--- src/rtl/seg_disp_pkg.sv ---
// seg_disp_pkg
//   Shared types and helpers for the seven-segment display scheduler.
//   disp_state_e : display owner (live PC or a captured write event)
//   disp_msg_t   : captured write event payload (address low byte, data low half)
//   HEX7 / hex7  : active-low segment patterns, bit order {g,f,e,d,c,b,a}
package seg_disp_pkg;

   typedef enum logic {
      SHOW_PC = 1'b0,
      SHOW_EV = 1'b1
   } disp_state_e;

   typedef struct packed {
      logic [7:0]  addr;
      logic [15:0] wdata;
   } disp_msg_t;

   localparam logic [6:0] HEX7 [16] = '{
      7'b1000000, 7'b1111001, 7'b0100100, 7'b0110000,
      7'b0011001, 7'b0010010, 7'b0000010, 7'b1111000,
      7'b0000000, 7'b0010000, 7'b0001000, 7'b0000011,
      7'b1000110, 7'b0100001, 7'b0000110, 7'b0001110
   };

   function automatic logic [6:0] hex7(input logic [3:0] nib);
      return HEX7[nib];
   endfunction

endpackage

--- src/rtl/seg_disp_sched_fifo.sv ---
// disp_ev_fifo
//   First-word-fall-through FIFO holding pending display events.
//   Used by seg_disp_sched only when DISP_EV_QUEUE_EN is defined.
//   Ports:
//     clk, rst      clock, asynchronous active-high reset
//     push, din     write an entry (caller guarantees !full)
//     pop, dout     consume head entry (caller guarantees !empty); dout is the head
//     full, empty   registered occupancy flags
module disp_ev_fifo
   import seg_disp_pkg::*;
#(
   parameter int unsigned DEPTH = 4
) (
   input  logic      clk,
   input  logic      rst,
   input  logic      push,
   input  disp_msg_t din,
   input  logic      pop,
   output disp_msg_t dout,
   output logic      full,
   output logic      empty
);

   localparam int unsigned AW = $clog2(DEPTH);
   localparam int unsigned CW = AW + 1;

   disp_msg_t       mem [DEPTH];
   logic [AW-1:0]   wr_ptr;
   logic [AW-1:0]   rd_ptr;
   logic [CW-1:0]   count;
   logic [CW-1:0]   count_nxt;

   always_comb begin
      count_nxt = count;
      if (push && !pop) begin
         count_nxt = count + 1'b1;
      end else if (pop && !push) begin
         count_nxt = count - 1'b1;
      end
   end

   // DEPTH is a power of two, so the pointers wrap on their own.
   always_ff @(posedge clk or posedge rst) begin
      if (rst) begin
         wr_ptr <= '0;
         rd_ptr <= '0;
         count  <= '0;
         full   <= 1'b0;
         empty  <= 1'b1;
      end else begin
         if (push) begin
            wr_ptr <= wr_ptr + 1'b1;
         end
         if (pop) begin
            rd_ptr <= rd_ptr + 1'b1;
         end
         count <= count_nxt;
         full  <= (count_nxt == CW'(DEPTH));
         empty <= (count_nxt == '0);
      end
   end

   always_ff @(posedge clk) begin
      if (push) begin
         mem[wr_ptr] <= din;
      end
   end

   assign dout = mem[rd_ptr];

endmodule

--- src/rtl/seg_disp_sched.sv ---
// seg_disp_sched
//   Owns the 8-digit active-low seven-segment display and shares it between
//   the live program counter (default owner) and queued CPU memory-write
//   events. Each event is shown as EE<addr><wdata> for HOLD_FRAMES full scan
//   frames; ownership only changes at frame ends so frames are never torn.
//   Configuration macro: DISP_EV_QUEUE_EN
//     defined   -> pending store is a QDEPTH-entry FIFO (arrival order)
//     undefined -> pending store is a single register; QDEPTH unused
//   Ports:
//     CLK100MHZ   board clock
//     reset       asynchronous, active-high
//     pc_data     live PC, sampled per digit slot
//     ev_valid    write event offered
//     ev_ready    event accepted when ev_valid && ev_ready (registered !full)
//     ev_addr     write address low byte
//     ev_wdata    write data low half
//     seg         segments, active-low
//     an          digit enables, active-low one-hot
//     showing_ev  high while an event owns the display
//     drop_cnt    saturating count of ev_valid && !ev_ready cycles
module seg_disp_sched
   import seg_disp_pkg::*;
#(
   parameter int unsigned SCAN_DIV    = 262144,
   parameter int unsigned HOLD_FRAMES = 64,
   parameter int unsigned QDEPTH      = 4
) (
   input  logic        CLK100MHZ,
   input  logic        reset,
   input  logic [31:0] pc_data,
   input  logic        ev_valid,
   output logic        ev_ready,
   input  logic [7:0]  ev_addr,
   input  logic [15:0] ev_wdata,
   output logic [6:0]  seg,
   output logic [7:0]  an,
   output logic        showing_ev,
   output logic [7:0]  drop_cnt
);

   localparam int unsigned PW = $clog2(SCAN_DIV);
   localparam int unsigned HW = $clog2(HOLD_FRAMES + 1);

   if (SCAN_DIV < 2 || HOLD_FRAMES < 1 || QDEPTH < 2 ||
       (QDEPTH & (QDEPTH - 1)) != 0) begin : g_bad_params
      $error("seg_disp_sched: illegal parameter set");
   end

   logic [PW-1:0] presc;
   logic [2:0]    idx;
   logic          tick;
   logic          frame_end;

   disp_state_e   state;
   disp_state_e   state_nxt;
   disp_msg_t     cur;
   logic [HW-1:0] hold;
   logic [31:0]   word;

   disp_msg_t     in_msg;
   disp_msg_t     pend_msg;
   logic          pend_full;
   logic          pend_empty;
   logic          do_push;
   logic          do_pop;

   assign tick      = (presc == PW'(SCAN_DIV - 1));
   assign frame_end = tick && (idx == 3'd7);

   // ---------------- pending store ----------------
   assign in_msg   = {ev_addr, ev_wdata};
   assign ev_ready = ~pend_full;
   assign do_push  = ev_valid && ev_ready;

`ifdef DISP_EV_QUEUE_EN
   disp_ev_fifo #(
      .DEPTH(QDEPTH)
   ) u_fifo (
      .clk   (CLK100MHZ),
      .rst   (reset),
      .push  (do_push),
      .din   (in_msg),
      .pop   (do_pop),
      .dout  (pend_msg),
      .full  (pend_full),
      .empty (pend_empty)
   );
`else
   logic      slot_valid;
   disp_msg_t slot_msg;

   // Push needs an empty slot and pop needs a full one, so they never coincide.
   always_ff @(posedge CLK100MHZ or posedge reset) begin
      if (reset) begin
         slot_valid <= 1'b0;
         slot_msg   <= '0;
      end else if (do_push) begin
         slot_valid <= 1'b1;
         slot_msg   <= in_msg;
      end else if (do_pop) begin
         slot_valid <= 1'b0;
      end
   end

   assign pend_msg   = slot_msg;
   assign pend_full  = slot_valid;
   assign pend_empty = ~slot_valid;
`endif

   // ---------------- ownership FSM ----------------
   always_ff @(posedge CLK100MHZ or posedge reset) begin
      if (reset) begin
         state      <= SHOW_PC;
         showing_ev <= 1'b0;
      end else begin
         state      <= state_nxt;
         showing_ev <= (state_nxt == SHOW_EV);
      end
   end

   always_comb begin
      state_nxt = state;
      do_pop    = 1'b0;
      if (frame_end) begin
         unique case (state)
            SHOW_PC: begin
               if (!pend_empty) begin
                  state_nxt = SHOW_EV;
                  do_pop    = 1'b1;
               end
            end
            SHOW_EV: begin
               if (hold == HW'(1)) begin
                  if (!pend_empty) begin
                     do_pop = 1'b1;
                  end else begin
                     state_nxt = SHOW_PC;
                  end
               end
            end
         endcase
      end
   end

   always_comb begin
      word = pc_data;
      if (state == SHOW_EV) begin
         word = {8'hEE, cur.addr, cur.wdata};
      end
   end

   // Current event and its remaining frame count.
   always_ff @(posedge CLK100MHZ or posedge reset) begin
      if (reset) begin
         cur  <= '0;
         hold <= '0;
      end else if (do_pop) begin
         cur  <= pend_msg;
         hold <= HW'(HOLD_FRAMES);
      end else if (frame_end && state == SHOW_EV) begin
         hold <= (hold > HW'(1)) ? hold - 1'b1 : '0;
      end
   end

   // ---------------- scan timing and digit drive ----------------
   always_ff @(posedge CLK100MHZ or posedge reset) begin
      if (reset) begin
         presc <= '0;
         idx   <= '0;
         an    <= '1;
         seg   <= '1;
      end else if (tick) begin
         presc <= '0;
         an    <= ~(8'b1 << idx);
         seg   <= hex7(word[4*idx +: 4]);
         idx   <= idx + 3'd1;
      end else begin
         presc <= presc + 1'b1;
      end
   end

   always_ff @(posedge CLK100MHZ or posedge reset) begin
      if (reset) begin
         drop_cnt <= '0;
      end else if (ev_valid && !ev_ready && drop_cnt != 8'hFF) begin
         drop_cnt <= drop_cnt + 8'd1;
      end
   end

endmodule

--- config.mk ---
export PLATFORM = sky130hd
export DESIGN_NAME = seg_disp_sched
export DESIGN_NICKNAME = d
export VERILOG_FILES = /design/src/rtl/seg_disp_pkg.sv /design/src/rtl/seg_disp_sched_fifo.sv /design/src/rtl/seg_disp_sched.sv
export SDC_FILE = /design/constraint.sdc
export NUM_CORES = 1
export LEC_CHECK = 0
export CAP_MARGIN = 20
export CORE_ASPECT_RATIO = 1.1
export CORE_MARGIN = 2
export CORE_UTILIZATION = 55
export CTS_CLUSTER_SIZE = 8
export DETAILED_ROUTE_END_ITERATION = 10
export PLACE_DENSITY = 0.82
export SKIP_CTS_REPAIR_TIMING = 1
export SLEW_MARGIN = 10
export SYNTH_ARGS = -nofsm -noshare
export SYNTH_HDL_FRONTEND = slang
export SYNTH_SLANG_ARGS = --single-unit
export TNS_END_PERCENT = 10
--- constraint.sdc ---
create_clock -name CLK100MHZ -period 7.9 [get_ports CLK100MHZ]
set_input_delay 1.58 -clock CLK100MHZ [delete_from_list [all_inputs] [get_ports CLK100MHZ]]
set_output_delay 1.58 -clock CLK100MHZ [all_outputs]
set_load 0.03 [all_outputs]
==> results.md <==
* result of the run: finished clean
* Final Hold Vio Count: 0
* Post-route DRC: 0
* Max Root-Sink Buffers: 2
* CTS tree: done
* pin count of the biggest net entering global routing: 54
* number of cells in the finished layout apart from fillers: 613
* CP max-delay cell: sky130_fd_sc_hd__mux4_1
* Power Total: 1.06 mW
* dominant delay contributor by cell family on the critical path: multiplexers
* Fmax achieved: 259 MHz
* area share of the leading cell type in the synthesized netlist: 43.0%
* global router's overall resource usage: 23.0%
* routability cong.: 0.877
* final period utilization: 48.8%
* largest area contributor in the synthesized netlist: sky130_fd_sc_hd__dfrtp_1
* HPWL Detailed: 7690 microns
* number of cells in the design after placement: 597
* transition time at the pin with the least slew margin: 694 ps
* CTS Root Buffer Type: sky130_fd_sc_hd__clkbuf_8
* final hold slack: 482 ps
* CP Data Required Time: 8170 ps
* arrival time at the worst endpoint: 4130 ps
* Yosys warnings: 0
* antenna violations before repair: 0
* height of the die: 104 microns
* fill count: 680
* via count of the first global-routing pass: 3,619
* number of CTS-inserted buffers: 9
* average wire per standard cell: 17.3 microns
* number of nets with antenna violations after routing: 0
* total of flip-flops plus latches after synthesis: 101
* Die Area: 9890 sq um
* IO Port Bufs: 83
* clock network latency to the later pin of the worst-skew pair: 360 ps
* layout cells sized above 1: 21.8%
* startpoint types: input pin
* worst IR drop on VDD: 161 uV
* final count of negative-setup-slack endpoints: 0
* sinks on the clock net: 101
* synthesis-to-layout area growth: 21.9%
* Synth Flop Type: sky130_fd_sc_hd__dfrtp_1
* Via Count: 3,570
* Std-Cell Rows: 36
* Area contributors post-synth: sky130_fd_sc_hd__dfrtp_1, sky130_fd_sc_hd__mux2_2, sky130_fd_sc_hd__dfstp_2
* power density over the cells: 173 nW/um^2
* RSZ-0062 raised after global routing: no
* Synth Cell Area: 5010 sq um
* antenna diode count: 0
* Buf+Inv Stages, Crit Path: 3
* peak per-stage delay on the critical path: 470 ps
* setup skew after layout: 12.3 ps
* cell count after synthesis: 416
* final routed wirelength across all metal layers: 10,600 microns
* syn nets: 489
* # IOs: 84
* normalized max-slew margin: 53.7%
* share of synthesized area occupied by flip-flops and latches: 50.8%
* max-cap violations: 0
* number of distinct standard cells referenced by the synthesized netlist: 58
* initial DRC count: 219
* share of async-settable or async-resettable flops after synthesis: 100%
* final critical delay including setup and external delays: 3860 ps
* initial core utilization: 56.5%
* total overflow reported by the global router: 0
* clock transition at the registers of the reported paths: 90 ps
* core area: 8870 sq um
* horizontal die dimension: 95 microns
* max-slew violation count: 0
* critical path's most frequent cell: sky130_fd_sc_hd__inv_1
* kind of end point of the critical path: register
* reg-to-reg slack, setup: 4510 ps
* final core utilization: 68.8%
* critical-path cell list: clkdlybuf4s50_1 > mux4_1 > mux2_2 > o22ai_1 > inv_1 > ha_1 > inv_1 > a221oi_1 > a2111oi_0 > nor3_1
* leakage power: 2.67 nW
* Min-Delay Path Class: register to register
* htree depth: 3
* peak fanout along the critical path: 4
* worst setup path class: input pin to register
* drt first pass iters: 5
* mean instance size in the synthesized netlist: 12.0 sq um
* number of synthesized flops with an enable pin: 0
* Net count, final: 567
* wire length of the first global-routing pass: 17,800 microns
* total negative slack for setup checks: 0 ps
* via density per instance: 5.82
logic make-up (layout without fill, tap and decap cells):
family / count (synthesis) / count (layout) / synth area share (%)
simple gates: 107 / 107 / 11.3
flops: 101 / 101 / 50.8
mux: 71 / 71 / 17.7
compound gates: 63 / 63 / 9.14
buf+inv: 35 / 118 / 3.20
xor+xnor: 25 / 25 / 4.37
fa+ha+maj: 14 / 14 / 3.50
report_power, final:
part	switching, mW	internal [mW]	total [mW]
combinational	0.0826	0.0902	0.173
sequential	0.0272	0.549	0.577
clock	0.184	0.126	0.310
synthesized netlist by cell type (all sizes together), types with 5 or more instances:
cell / instances
a31oi: 11
and3: 7
buf: 7
clkbuf: 13
dfrtp: 86
dfstp: 15
ha: 14
inv: 15
mux2: 54
mux2i: 9
mux4: 8
nand2: 16
nand3: 14
nand4: 9
nor2: 29
nor3: 6
o21ai: 13
or3: 5
xnor2: 12
xor2: 13
final timing paths:
path,start,end,cells past startpoint
worst min register to register,an[3],an[3],2
worst min-delay path,an[3],an[3],2
min in group asynchronous,reset,presc[14],2
worst max-delay path,pc_data[8],seg[0],10
max in group asynchronous,reset,hold[6],3
worst max register to register,state,seg[0],10
worst register-to-register path, stage by stage (launching register included):
cell	delay (ps)
sky130_fd_sc_hd__dfrtp_1	720
sky130_fd_sc_hd__buf_4	330
sky130_fd_sc_hd__mux4_1	560
sky130_fd_sc_hd__mux2_2	290
sky130_fd_sc_hd__o22ai_1	290
sky130_fd_sc_hd__inv_1	170
sky130_fd_sc_hd__ha_1	260
sky130_fd_sc_hd__inv_1	110
sky130_fd_sc_hd__a221oi_1	60
sky130_fd_sc_hd__a2111oi_0	410
sky130_fd_sc_hd__nor3_1	110
metal layers:
layer  up-vias  track usage [%]  wire length, microns
met4         0             6.31                   133
met1      1766             31.2                  4610
met3        15             4.57                   432
li1       1681                -                     -
met5         -                0                     0
met2       108             37.7                  5410
cell type report:
class	instances	area [sq um]	area share [%]
Timing Repair Buffer	87	861	14.1
Clock buffer	10	138	2.25
Sequential cell	101	2550	41.7
Tap cell	114	143	2.34
Clock inverter	6	46.3	0.758
Multi-Input combinational cell	280	2310	37.9
Inverter	15	58.8	0.963
sequential cells by signal (all words and copies together), names as in the netlist:
name and flops:
idx 3, pend_msg 24, pend_full 1, state 1, seg 7, cur 24, presc 18, drop_cnt 8
hold 7, an 8
layout by cell type (no fill, tap or decap), drive strengths merged, types with 12 or more instances in the layout:
| cell type | Yosys | routed |
|---|---|---|
| dfrtp | 86 | 86 |
| xnor2 | 12 | 12 |
| xor2 | 13 | 13 |
| nand3 | 14 | 14 |
| nor2 | 29 | 29 |
| mux2 | 54 | 54 |
| clkdlybuf4s50 | 0 | 83 |
| dfstp | 15 | 15 |
| inv | 15 | 17 |
| o21ai | 13 | 13 |
| ha | 14 | 14 |
| nand2 | 16 | 16 |
through the flow:
step / instance area (sq um) / setup WS, ps
3_5_place_dp: 5920 / 3710
3_3_place_gp: 5920 / 3840
6_report: 6100 / 4040
2_1_floorplan: 5010 / 3700
5_1_grt: 6100 / 3980
4_1_cts: 6100 / 4080
Power figures use the tool's default switching activity.
